===== src/rtl/pe_dot_pkg.sv =====
// Shared types and constants for the PE dot-product driver.
package pe_dot_pkg;
   localparam int DATA_W = 16;
   localparam int FRAC_W = 13;

   // Q2.13 reference constants (1.0 and 0.5).
   localparam logic [DATA_W-1:0] ONE  = 16'h2000;
   localparam logic [DATA_W-1:0] HALF = 16'h1000;

   typedef enum logic [2:0] {
      IDLE     = 3'd0,
      ISSUE    = 3'd1,
      WAIT_MUL = 3'd2,
      WAIT_OUT = 3'd3,
      DONE     = 3'd4
   } state_t;
endpackage


===== src/rtl/pe_dot_driver_if.sv =====
// Loader/PE/status bundle of the dot-product driver.
// master = the driver itself, slave = loader + PE + status consumer.
interface pe_dot_driver_if
   import pe_dot_pkg::*;
#(
   parameter int DEPTH = 8,
   parameter int AW    = $clog2(DEPTH)
);
   logic              I_LD_VLD;
   logic [DATA_W-1:0] I_LD_X;
   logic [DATA_W-1:0] I_LD_W;
   logic              I_CLR;
   logic              I_START;
   logic [AW:0]       I_LEN;
   logic              O_PE_X_VLD;
   logic [DATA_W-1:0] O_PE_X;
   logic              O_PE_W_VLD;
   logic [DATA_W-1:0] O_PE_W;
   logic              O_PE_D_VLD;
   logic [DATA_W-1:0] O_PE_D;
   logic              I_PE_MUL_DONE;
   logic              I_PE_OUT_VLD;
   logic [DATA_W-1:0] I_PE_OUT;
   logic              O_BUSY;
   logic              O_DONE;
   logic [DATA_W-1:0] O_SUM;
   logic              O_ERR;

   modport master (
      input  I_LD_VLD, I_LD_X, I_LD_W, I_CLR, I_START, I_LEN,
      input  I_PE_MUL_DONE, I_PE_OUT_VLD, I_PE_OUT,
      output O_PE_X_VLD, O_PE_X, O_PE_W_VLD, O_PE_W, O_PE_D_VLD, O_PE_D,
      output O_BUSY, O_DONE, O_SUM, O_ERR
   );

   modport slave (
      output I_LD_VLD, I_LD_X, I_LD_W, I_CLR, I_START, I_LEN,
      output I_PE_MUL_DONE, I_PE_OUT_VLD, I_PE_OUT,
      input  O_PE_X_VLD, O_PE_X, O_PE_W_VLD, O_PE_W, O_PE_D_VLD, O_PE_D,
      input  O_BUSY, O_DONE, O_SUM, O_ERR
   );
endinterface


===== src/rtl/pe_dot_buf.sv =====
// (x, w) pair buffer: one write port, one registered read port with enable.
// The read register doubles as the PE X/W output register, so it is reset.
module pe_dot_buf
   import pe_dot_pkg::*;
#(
   parameter int DEPTH = 8,
   parameter int AW    = $clog2(DEPTH)
) (
   input  logic              i_clk,
   input  logic              i_rst,
   input  logic              i_we,
   input  logic [AW-1:0]     i_waddr,
   input  logic [DATA_W-1:0] i_x,
   input  logic [DATA_W-1:0] i_w,
   input  logic              i_re,
   input  logic [AW-1:0]     i_raddr,
   output logic [DATA_W-1:0] o_x,
   output logic [DATA_W-1:0] o_w
);
   logic [2*DATA_W-1:0] r_mem [DEPTH];
   logic [2*DATA_W-1:0] r_rd;

   // Store one pair per write strobe; contents survive runs.
   always_ff @(posedge i_clk) begin
      if (i_we) begin
         r_mem[i_waddr] <= {i_x, i_w};
      end
   end

   // Registered read, only refreshed when a new pair is about to be issued.
   always_ff @(posedge i_clk or posedge i_rst) begin
      if (i_rst) begin
         r_rd <= '0;
      end else if (i_re) begin
         r_rd <= r_mem[i_raddr];
      end
   end

   assign o_x = r_rd[2*DATA_W-1:DATA_W];
   assign o_w = r_rd[DATA_W-1:0];
endmodule


===== src/rtl/pe_dot_driver.sv =====
// PE dot-product driver: buffers up to DEPTH (x, w) pairs, streams them one
// pair at a time into a single PE MAC and feeds each PE result back as the
// next partial sum. All outputs are registered.
module pe_dot_driver
   import pe_dot_pkg::*;
#(
   parameter int DEPTH   = 8,
   parameter int AW      = $clog2(DEPTH),
   parameter int TIMEOUT = 64
) (
   input  logic            I_CLK,
   input  logic            I_RST,
   pe_dot_driver_if.master bus
);
   localparam int TW = $clog2(TIMEOUT);
   localparam logic [AW:0]   L_DEPTH   = (AW+1)'(DEPTH);
   localparam logic [AW:0]   L_CNT_ONE = (AW+1)'(1);
   localparam logic [AW-1:0] L_IDX_ONE = AW'(1);
   localparam logic [TW-1:0] L_TMO_ONE = TW'(1);
   localparam logic [TW-1:0] L_TMO_MAX = TW'(TIMEOUT - 1);

   state_t            r_state, w_state_nxt;
   logic [AW:0]       r_cnt, w_cnt_nxt;
   logic [AW:0]       r_len, w_len_nxt;
   logic [AW-1:0]     r_idx, w_idx_nxt;
   logic [DATA_W-1:0] r_acc, w_acc_nxt;
   logic [TW-1:0]     r_tmo, w_tmo_nxt;
   logic              w_we, w_err, w_start_ok, w_last;
   logic              r_x_vld, r_d_vld, r_busy, r_done, r_err;
   logic [DATA_W-1:0] r_pe_d, r_sum;
   logic [DATA_W-1:0] w_buf_x, w_buf_w;

   assign w_start_ok = !bus.I_LD_VLD && !bus.I_CLR && (bus.I_LEN != '0) && (bus.I_LEN <= r_cnt);
   assign w_last     = (({1'b0, r_idx} + L_CNT_ONE) == r_len);

   // Next state, load/start arbitration, index, accumulator and timeout updates.
   always_comb begin
      w_state_nxt = r_state;
      w_cnt_nxt   = r_cnt;
      w_len_nxt   = r_len;
      w_idx_nxt   = r_idx;
      w_acc_nxt   = r_acc;
      w_tmo_nxt   = r_tmo;
      w_we        = 1'b0;
      w_err       = 1'b0;
      case (r_state)
         IDLE: begin
            if (bus.I_CLR) begin
               w_cnt_nxt = '0;
            end else if (bus.I_LD_VLD && (r_cnt < L_DEPTH)) begin
               w_we      = 1'b1;
               w_cnt_nxt = r_cnt + L_CNT_ONE;
            end else begin
               w_cnt_nxt = r_cnt;
            end
            if (bus.I_START && w_start_ok) begin
               w_len_nxt   = bus.I_LEN;
               w_idx_nxt   = '0;
               w_acc_nxt   = '0;
               w_state_nxt = ISSUE;
            end else if (bus.I_START) begin
               w_err = 1'b1;
            end else begin
               w_state_nxt = IDLE;
            end
         end
         ISSUE: begin
            w_state_nxt = WAIT_MUL;
            w_tmo_nxt   = '0;
         end
         WAIT_MUL: begin
            if (bus.I_PE_MUL_DONE) begin
               w_state_nxt = WAIT_OUT;
               w_tmo_nxt   = '0;
            end else if (r_tmo == L_TMO_MAX) begin
               w_err       = 1'b1;
               w_state_nxt = IDLE;
            end else begin
               w_tmo_nxt = r_tmo + L_TMO_ONE;
            end
         end
         WAIT_OUT: begin
            if (bus.I_PE_OUT_VLD) begin
               w_acc_nxt = bus.I_PE_OUT;
               if (w_last) begin
                  w_state_nxt = DONE;
               end else begin
                  w_idx_nxt   = r_idx + L_IDX_ONE;
                  w_state_nxt = ISSUE;
               end
            end else if (r_tmo == L_TMO_MAX) begin
               w_err       = 1'b1;
               w_state_nxt = IDLE;
            end else begin
               w_tmo_nxt = r_tmo + L_TMO_ONE;
            end
         end
         DONE: begin
            w_state_nxt = IDLE;
         end
         default: begin
            w_state_nxt = IDLE;
         end
      endcase
   end

   // State, datapath registers and registered outputs derived from the next state.
   always_ff @(posedge I_CLK or posedge I_RST) begin
      if (I_RST) begin
         r_state <= IDLE;
         r_cnt   <= '0;
         r_len   <= '0;
         r_idx   <= '0;
         r_acc   <= '0;
         r_tmo   <= '0;
         r_x_vld <= 1'b0;
         r_d_vld <= 1'b0;
         r_pe_d  <= '0;
         r_busy  <= 1'b0;
         r_done  <= 1'b0;
         r_sum   <= '0;
         r_err   <= 1'b0;
      end else begin
         r_state <= w_state_nxt;
         r_cnt   <= w_cnt_nxt;
         r_len   <= w_len_nxt;
         r_idx   <= w_idx_nxt;
         r_acc   <= w_acc_nxt;
         r_tmo   <= w_tmo_nxt;
         r_x_vld <= (w_state_nxt == ISSUE);
         r_d_vld <= (w_state_nxt == WAIT_MUL);
         if (r_state == ISSUE) begin
            r_pe_d <= r_acc;
         end
         r_busy  <= (w_state_nxt != IDLE);
         r_done  <= (w_state_nxt == DONE);
         if (w_state_nxt == DONE) begin
            r_sum <= w_acc_nxt;
         end
         r_err   <= w_err;
      end
   end

   // The read address is the next index, so data is ready in the ISSUE cycle.
   pe_dot_buf #(.DEPTH(DEPTH), .AW(AW)) u_buf (
      .i_clk   (I_CLK),
      .i_rst   (I_RST),
      .i_we    (w_we),
      .i_waddr (r_cnt[AW-1:0]),
      .i_x     (bus.I_LD_X),
      .i_w     (bus.I_LD_W),
      .i_re    (w_state_nxt == ISSUE),
      .i_raddr (w_idx_nxt),
      .o_x     (w_buf_x),
      .o_w     (w_buf_w)
   );

   assign bus.O_PE_X_VLD = r_x_vld;
   assign bus.O_PE_W_VLD = r_x_vld;
   assign bus.O_PE_X     = w_buf_x;
   assign bus.O_PE_W     = w_buf_w;
   assign bus.O_PE_D_VLD = r_d_vld;
   assign bus.O_PE_D     = r_pe_d;
   assign bus.O_BUSY     = r_busy;
   assign bus.O_DONE     = r_done;
   assign bus.O_SUM      = r_sum;
   assign bus.O_ERR      = r_err;
endmodule

===== src/flat_wrapper.sv =====
// flat-port wrapper written by rule: the top's interface ports become plain ports
module pe_dot_driver_flat import pe_dot_pkg::*;
#(
   parameter int DEPTH   = 8,
   parameter int AW      = $clog2(DEPTH),
   parameter int TIMEOUT = 64
)
  (I_CLK, I_RST, bus_I_LD_VLD, bus_I_LD_X, bus_I_LD_W, bus_I_CLR, bus_I_START, bus_I_LEN, bus_I_PE_MUL_DONE, bus_I_PE_OUT_VLD, bus_I_PE_OUT, bus_O_PE_X_VLD, bus_O_PE_X, bus_O_PE_W_VLD, bus_O_PE_W, bus_O_PE_D_VLD, bus_O_PE_D, bus_O_BUSY, bus_O_DONE, bus_O_SUM, bus_O_ERR);
  pe_dot_driver_if #(.DEPTH(DEPTH), .AW(AW)) bus_i ();
  input  logic I_CLK;
  input  logic I_RST;
  input wire logic [$bits(bus_i.I_LD_VLD)-1:0] bus_I_LD_VLD;
  input wire logic [$bits(bus_i.I_LD_X)-1:0] bus_I_LD_X;
  input wire logic [$bits(bus_i.I_LD_W)-1:0] bus_I_LD_W;
  input wire logic [$bits(bus_i.I_CLR)-1:0] bus_I_CLR;
  input wire logic [$bits(bus_i.I_START)-1:0] bus_I_START;
  input wire logic [$bits(bus_i.I_LEN)-1:0] bus_I_LEN;
  input wire logic [$bits(bus_i.I_PE_MUL_DONE)-1:0] bus_I_PE_MUL_DONE;
  input wire logic [$bits(bus_i.I_PE_OUT_VLD)-1:0] bus_I_PE_OUT_VLD;
  input wire logic [$bits(bus_i.I_PE_OUT)-1:0] bus_I_PE_OUT;
  output wire logic [$bits(bus_i.O_PE_X_VLD)-1:0] bus_O_PE_X_VLD;
  output wire logic [$bits(bus_i.O_PE_X)-1:0] bus_O_PE_X;
  output wire logic [$bits(bus_i.O_PE_W_VLD)-1:0] bus_O_PE_W_VLD;
  output wire logic [$bits(bus_i.O_PE_W)-1:0] bus_O_PE_W;
  output wire logic [$bits(bus_i.O_PE_D_VLD)-1:0] bus_O_PE_D_VLD;
  output wire logic [$bits(bus_i.O_PE_D)-1:0] bus_O_PE_D;
  output wire logic [$bits(bus_i.O_BUSY)-1:0] bus_O_BUSY;
  output wire logic [$bits(bus_i.O_DONE)-1:0] bus_O_DONE;
  output wire logic [$bits(bus_i.O_SUM)-1:0] bus_O_SUM;
  output wire logic [$bits(bus_i.O_ERR)-1:0] bus_O_ERR;
  assign bus_i.I_LD_VLD = bus_I_LD_VLD;
  assign bus_i.I_LD_X = bus_I_LD_X;
  assign bus_i.I_LD_W = bus_I_LD_W;
  assign bus_i.I_CLR = bus_I_CLR;
  assign bus_i.I_START = bus_I_START;
  assign bus_i.I_LEN = bus_I_LEN;
  assign bus_i.I_PE_MUL_DONE = bus_I_PE_MUL_DONE;
  assign bus_i.I_PE_OUT_VLD = bus_I_PE_OUT_VLD;
  assign bus_i.I_PE_OUT = bus_I_PE_OUT;
  assign bus_O_PE_X_VLD = bus_i.O_PE_X_VLD;
  assign bus_O_PE_X = bus_i.O_PE_X;
  assign bus_O_PE_W_VLD = bus_i.O_PE_W_VLD;
  assign bus_O_PE_W = bus_i.O_PE_W;
  assign bus_O_PE_D_VLD = bus_i.O_PE_D_VLD;
  assign bus_O_PE_D = bus_i.O_PE_D;
  assign bus_O_BUSY = bus_i.O_BUSY;
  assign bus_O_DONE = bus_i.O_DONE;
  assign bus_O_SUM = bus_i.O_SUM;
  assign bus_O_ERR = bus_i.O_ERR;
  pe_dot_driver #(.DEPTH(DEPTH), .AW(AW), .TIMEOUT(TIMEOUT)) u_core (.I_CLK(I_CLK), .I_RST(I_RST), .bus(bus_i));
endmodule

===== config.mk =====
export PLATFORM = sky130hd
export DESIGN_NAME = pe_dot_driver_flat
export DESIGN_NICKNAME = d
export VERILOG_FILES = /design/src/rtl/pe_dot_pkg.sv /design/src/rtl/pe_dot_driver_if.sv /design/src/rtl/pe_dot_buf.sv /design/src/rtl/pe_dot_driver.sv /design/src/flat_wrapper.sv
export SDC_FILE = /design/constraint.sdc
export NUM_CORES = 1
export LEC_CHECK = 0
export ABC_AREA = 1
export BUFFER_PORTS_ARGS = -buffer_cell sky130_fd_sc_hd__buf_2
export CAP_MARGIN = 30
export CORE_MARGIN = 2
export CORE_UTILIZATION = 55
export CTS_BUF_LIST = sky130_fd_sc_hd__clkbuf_4
export CTS_CLUSTER_DIAMETER = 30
export DETAILED_ROUTE_END_ITERATION = 16
export GPL_TIMING_DRIVEN = 1
export PLACE_DENSITY = 0.74
export SETUP_SLACK_MARGIN = 0.05
export SLEW_MARGIN = 10
export SYNTH_ARGS = -nofsm -noshare
export SYNTH_HDL_FRONTEND = slang
export SYNTH_SLANG_ARGS = --single-unit

===== constraint.sdc =====
create_clock -name I_CLK -period 6.3 [get_ports I_CLK]
set_input_delay 0.63 -clock I_CLK [delete_from_list [all_inputs] [get_ports I_CLK]]
set_output_delay 0.63 -clock I_CLK [all_outputs]
set_load 0.01 [all_outputs]

Word-level counts from Yosys, hierarchy flattened
Memories as Yosys holds them, arrays and structs flattened. A register that Yosys moved wholly into a read port is not among the register bits.
Index checks and enable logic that the tools add are counted.
- multiplexer cells: 31
- $add $sub $neg: 4
- magnitude comparators: 2
- reduce and logical (&&, ||, !) cells: 15
- equality and inequality tests: 9
- operators by type and width (kind ; count):
    16-bit two-way mux ; 2
    16-bit case mux with 2 select lines ; 1
    3-bit two-way mux ; 9
    6-bit two-way mux ; 3
    6-bit case mux with 3 select lines ; 1
    3-bit case mux with 4 select lines ; 1
    1-bit two-way mux ; 10
    3-bit by 2-bit == test with 1-bit output, second input constant ; 3
    4-bit two-way mux ; 2
    6-bit by 1-bit adder with 6-bit output, second input constant ; 1
    3-bit by 1-bit == test with 1-bit output, second input constant ; 2
    6-bit == test, second input constant ; 1
    3-bit case mux with 2 select lines ; 1
    2-bit AND reduction ; 3
    3-bit nonzero test ; 2
    1-bit logical AND ; 5
    3-bit by 1-bit adder with 4-bit output, second input constant ; 1
    4-bit by 1-bit adder with 4-bit output, second input constant ; 1
    4-bit == test ; 1
    4-bit less-or-equal comparator ; 1
    4-bit < comparator, second input constant ; 1
    4-bit nonzero test ; 1
    3-bit by 1-bit adder with 3-bit output, second input constant ; 1
    3-bit == test, second input constant ; 1
    other kinds (5) ; 6
- input bits: 59
- output and inout port bits: 70
- memories kept: 1
- flip-flop bits (word level): 73
- logic and storage cells: 75
- RAM bits: 256
- memories (memory ; words ; bits a word ; read ports ; clocked after memory_dff ; write ports ; RTL line ; source):
    u_core.u_buf.r_mem ; 8 ; 32 ; 1 ; 1 ; 1 ; pe_dot_buf.sv:20 ; logic [2*DATA_W-1:0] r_mem [DEPTH];

Depth between registers and ports, before layout
- depth in word-level cells: 8
- mapped depth: 20

Cells and area by module
From an unflattened synthesis, not the netlist that was laid out.
- cell total of the unflattened synthesis: 1561
- area, all modules: 15416.0 µm²
- modules (own cells, without submodules) (module ; area an instance (µm²) ; cells an instance ; sequential area each (µm²) ; times used):
    pe_dot_buf ; 11959.0 ; 1133 ; 8488.1 ; 1
    pe_dot_driver ; 3457.1 ; 428 ; 1826.8 ; 1

Worst setup path before layout
No wires, ideal clock.
- kind: input -> register
- from: input port bus_I_LD_VLD
- to: memory u_core.u_buf.r_mem[4][0] (netlist bit) (enable)
- buffers on the path: 0
- required time: 5.839 ns
- data arrival time: 3.439 ns
- path slack: 2.400 ns
- cell stages on the path: 6
- library setup time: 0.461 ns
- path through: inv_1 > nor2_1 > inv_1 > nor3_1 > nand2_1 > nor3_1
- cells in the longest elaborated chain, start to end: 6
- ends and longest elaborated chain (element ; RTL line ; source):
    start, declared ; flat_wrapper.sv:12 ; input wire logic [$bits(bus_i.I_LD_VLD)-1:0] bus_I_LD_VLD;
    1-bit logical AND ; pe_dot_driver.sv:50 ; end else if (bus.I_LD_VLD && (r_cnt < L_DEPTH)) begin
    1-bit two-way mux ; pe_dot_driver.sv:50 ;
    1-bit two-way mux ; pe_dot_driver.sv:48 ; if (bus.I_CLR) begin
    1-bit two-way mux ; pe_dot_driver.sv:46 ; case (r_state)
    1-bit two-way mux ; pe_dot_buf.sv:25 ; if (i_we) begin
    1-bit two-way mux (not written as such) ; pe_dot_buf.sv:26 ; r_mem[i_waddr] <= {i_x, i_w};
    end, declared ; pe_dot_buf.sv:20 ;
Every way passes these cells.

Final worst setup path
- from: register u_core.r_state[2]
- to: register u_core.u_buf.r_rd[28], read port of u_core.u_buf.r_mem
- cells in the longest elaborated chain, start to end: 4
- ends and longest elaborated chain (element ; RTL line ; source):
    start, declared ; pe_dot_driver.sv:22 ; state_t r_state, w_state_nxt;
    start signal, assigned ; pe_dot_driver.sv:124 ; r_state <= w_state_nxt;
    3-bit two-way mux (on tied branches) ; pe_dot_driver.sv:75, pe_dot_driver.sv:91, pe_dot_driver.sv:61 ;
    3-bit two-way mux (on tied branches) ; pe_dot_driver.sv:83, pe_dot_driver.sv:56, pe_dot_driver.sv:72 ;
    3-bit case mux with 4 select lines ; pe_dot_driver.sv:46 ;
    3-bit by 1-bit == test with 1-bit output ; pe_dot_driver.sv:152 ; .i_re (w_state_nxt == ISSUE),
    end, declared ; pe_dot_buf.sv:21 ; logic [2*DATA_W-1:0] r_rd;
Parallel ways exist; a longest one is shown, timed or not.
A chain may end at the register's enable or synchronous reset.

==> flow_summary_export.csv <==
group,metric,value,unit
synthesis,synthAdderAreaFrac,0.5578,%
critical_path,crit_path_end,"u_core.u_buf.r_rd[28]$_DFFE_PP0N_",
timing,tightest_slew,0.9923,ns
synthesis,synth_top_family_by_area,"simple AND/OR/NAND/NOR gates",
clock_tree,insertion_delay,0.72,ns
critical_path,r2r_cells,11,
place,place_hpwl,19.97,mm
synthesis,synth-compound-area-share,2.909,%
timing,max_freq,0.2417,GHz
critical_path,worstPathRequired,6.92,ns
die,die_y,173.0,um
critical_path,worstSetupPathType,"register to register",
timing,finClkSkew,0.04520,ns
global_routing,grt_usage,24.90,%
critical_path,cp_max_fo,33,
global_routing,grt_pass1_vias,11281,
route,drt_first_pass_iters,5,
layout,multi_input_area,0.004079,sq mm
route,ant_nets,0,
route,num_vias,11557,
route,wl_per_cell,17.14,um
die,die_w,173.0,um
synthesis,syn-cell-area,0.01570,sq mm
synthesis,synth.distinct_cells,33,
route,viasPerCell,5.388,
layout,fillerInstances,2230,
clock_tree,cts_max_level,3,
clock_tree,post_cts_buffers,0,
clock_tree,cts_num_sinks,361,
clock_tree,cts_buffer_depth,3,
critical_path,cp-startpoint,"u_core.r_state[2]$_DFF_PP0_",
place,place_ws,2.131,ns
place,place_area,0.01665,sq mm
min_path,hp-class,"input pin to register",
critical_path,critical_path.endpoint_type,"register",
timing,rsz0062_at_grt,"false",
timing,finalCritPeriodShare,65.68,%
run_status,status,"finished, final reports clean",
synthesis,post_synth_xor_area_fraction,0.05578,%
timing,final.setup.tns,0,ns
timing,period_needed,4.138,ns
die,start_util,56.21,%
clock_tree,cts-resized-gates,0,
critical_path,cp.arrival,4.76,ns
clock_tree,numCtsBuffers,95,
global_routing,grt_pass1_wl,58.67,mm
layout,synthToLayoutAreaGrowth,14.58,%
synthesis,synth_seq_cells,361,
clock_tree,tritoncts,"built",
synthesis,synth_cells,1519,
layout,ff_latch_area,0.01031,sq mm
critical_path,reg2reg_from,"u_core.r_state[2]$_DFF_PP0_",
timing,layout_setup_ws,2.162,ns
power,power.static_leakage,8.079,nW
clock_tree,cts_hold_buffers,1,
min_path,hold_depth,2,
power,ir_drop,0.2752,mV
layout,fin_area,0.01799,sq mm
route,wirelength,36.76,mm
critical_path,cp-start-kind,"register",
timing,slew_headroom,33.61,%
die,core.rowCount,61,
route,drc_errors,0,
timing,drv_slew,0,
layout,nNetsFinal,1753,
timing,hold_viol_final,0,
timing,setup_viol,0,
synthesis,syn_area_per_cell,10.34,sq um
synthesis,synthSimpleGateAreaFrac,21.97,%
place,place_congestion,0.7983,
global_routing,grt_max_degree,75,
power,p_per_area,406.4,mW/mm^2
place,port_buffers,128,
die,io_pins,129,
die,die_area,0.02992,sq mm
die,core_area,0.02793,sq mm
synthesis,synth_sequential_area_ratio,65.69,%
global_routing,grt.overflow.total,0,
flow_run,drv_cap,0,
clock_tree,cts.reportedPaths.clkPinSlew,0.06,ns
synthesis,synthMuxAreaShare,0.07172,%
route,dr.first_iter.drc_count,1094,
critical_path,rr_endpoint,"u_core.u_buf.r_rd[28]$_DFFE_PP0N_",
clock_tree,cts-root-buf,"clkbuf_4",
critical_path,reg2reg_slack,2.16,ns
synthesis,ys_warn_count,0,
synthesis,synth_nets,1585,
global_routing,antenna_found_initial,6,
layout,drive_above_1_share,18.39,%
==> report_power, final <==
part	total (mW)	internal (mW)	switching, mW
sequential	3.03	2.85	0.172
clock	2.15	1.21	0.938
combinational	2.14	0.688	1.45
==> final cells by class <==
type                            count  share of cell area, %
Sequential cell                   361                  57.33
Multi-Input combinational cell    832                  22.67
Clock buffer                      137                  5.717
Inverter                          247                  5.167
Timing Repair Buffer              150                  4.896
Tap cell                          378                  2.629
Clock inverter                     35                  1.516
Antenna cell                        5                0.06955
==> registers in the layout, summed over array words and instances (netlist names), 4 cells and up <==
name                flops
u_core.r_len            4
u_core.r_acc           16
u_core.r_tmo            6
u_core.bus.O_SUM       16
u_core.r_cnt            4
u_core.bus.O_PE_D      16
u_core.u_buf.r_mem    256
u_core.u_buf.r_rd      32
==> metrics by stage <==
stage | total power [mW] | utilization [%] | hold WS (ns) | std cells
2_1_floorplan | 4.549 | - | 0.4741 | 1519
3_3_place_gp | 5.097 | 59.30 | 0.4579 | 1963
3_5_place_dp | 5.192 | 59.59 | 0.4604 | 1966
4_1_cts | 7.354 | 64.29 | 0.06200 | 2139
5_1_grt | 7.762 | 64.38 | 0.08155 | 2142
6_report | 7.312 | 64.40 | 0.1357 | 2145
==> cell usage in the layout, fill, tap and decap left out, drive strengths merged <==
cell type	n
nand2	350
dfrtp	105
clkbuf	137
edfxtp	256
xor2	1
o22ai	2
o21ai	26
ha	7
dlygate4sd3	1
buf	149
nand4	4
nor3	7
mux2	1
inv	248
a2bb2oi	1
nand3	287
a211oi	1
a22oi	2
diode	5
nand3b	64
nor2	37
bufinv	5
o211ai	1
clkinv	29
o221ai	15
a31oi	2
a21oi	24
==> synthesized netlist by cell type <==
cell       count  area share [%]
nand3_2        2            0.13
nor3_1         7            0.22
nand2_2        3            0.12
buf_4          6            0.29
clkinv_1       1           0.024
buf_6         12            0.86
inv_2          5            0.12
buf_2         29            0.92
nor2_1        36            0.86
o22ai_1        2           0.080
o21ai_0       26            0.83
a22oi_1        1           0.048
buf_1          1           0.024
nor2_2         1           0.040
edfxtp_1     256              49
dfrtp_1      105              17
xor2_1         1           0.056
a31oi_2        1           0.080
o211ai_1       1           0.048
clkbuf_1      31            0.74
nand2_1      347             8.3
inv_1        241             5.8
nand3b_1      64             3.1
o221ai_1      15            0.84
nand3_1      285             9.1
nand4_1        4            0.16
ha_1           7            0.56
a2bb2oi_1      1           0.056
a211oi_1       1           0.048
a22oi_2        1           0.080
mux2_2         1           0.072
a21oi_1       24            0.77
a31oi_1        1           0.040
==> layer usage <==
metal / wire (um) / track usage, % / vias to the layer above / part of all wire (%)
met3: 2827 / 5.409 / 93 / 7.7
met5: 21 / 0 / - / 0.057
met1: 15140 / 32.56 / 5499 / 41
li1: - / - / 5456 / -
met4: 927 / 10.52 / 4 / 2.5
met2: 17850 / 40.57 / 505 / 49
==> worst min-delay path by stage <==
stage	start	to
after floorplan	u_core.r_acc[15]$_DFF_PP0_	u_core.bus.O_PE_D[15]$_DFFE_PP0P_
after CTS	bus_I_CLR	u_core.r_cnt[3]$_DFFE_PP0P_
after global placement	u_core.bus.O_SUM[13]$_DFFE_PP0N_	u_core.bus.O_SUM[13]$_DFFE_PP0N_
after global routing	bus_I_CLR	u_core.r_cnt[3]$_DFFE_PP0P_
final	bus_I_CLR	u_core.r_cnt[3]$_DFFE_PP0P_
after detailed placement	u_core.bus.O_SUM[14]$_DFFE_PP0N_	u_core.bus.O_SUM[14]$_DFFE_PP0N_
==> critical path, stage by stage (launching register included) <==
cell	delay, ns
dfrtp_1	0.39
nor2_1	0.23
nand2_1	0.44
nand2_1	0.62
nand2_1	0.29
a22oi_2	0.23
buf_4	0.49
clkinv_1	0.56
buf_4	0.43
nand3_1	0.13
nand3_1	0.10
nand2_1	0.10
==> cell families after synthesis <==
kind of cell | count (synthesis)
adder cells (fa/ha/maj) | 7
buffers and inverters | 326
AND/OR/NAND/NOR | 749
AO/OA/AOI/OAI | 74
multiplexers | 1
flip-flops | 361
XOR/XNOR | 1
Power figures use the tool's default switching activity.
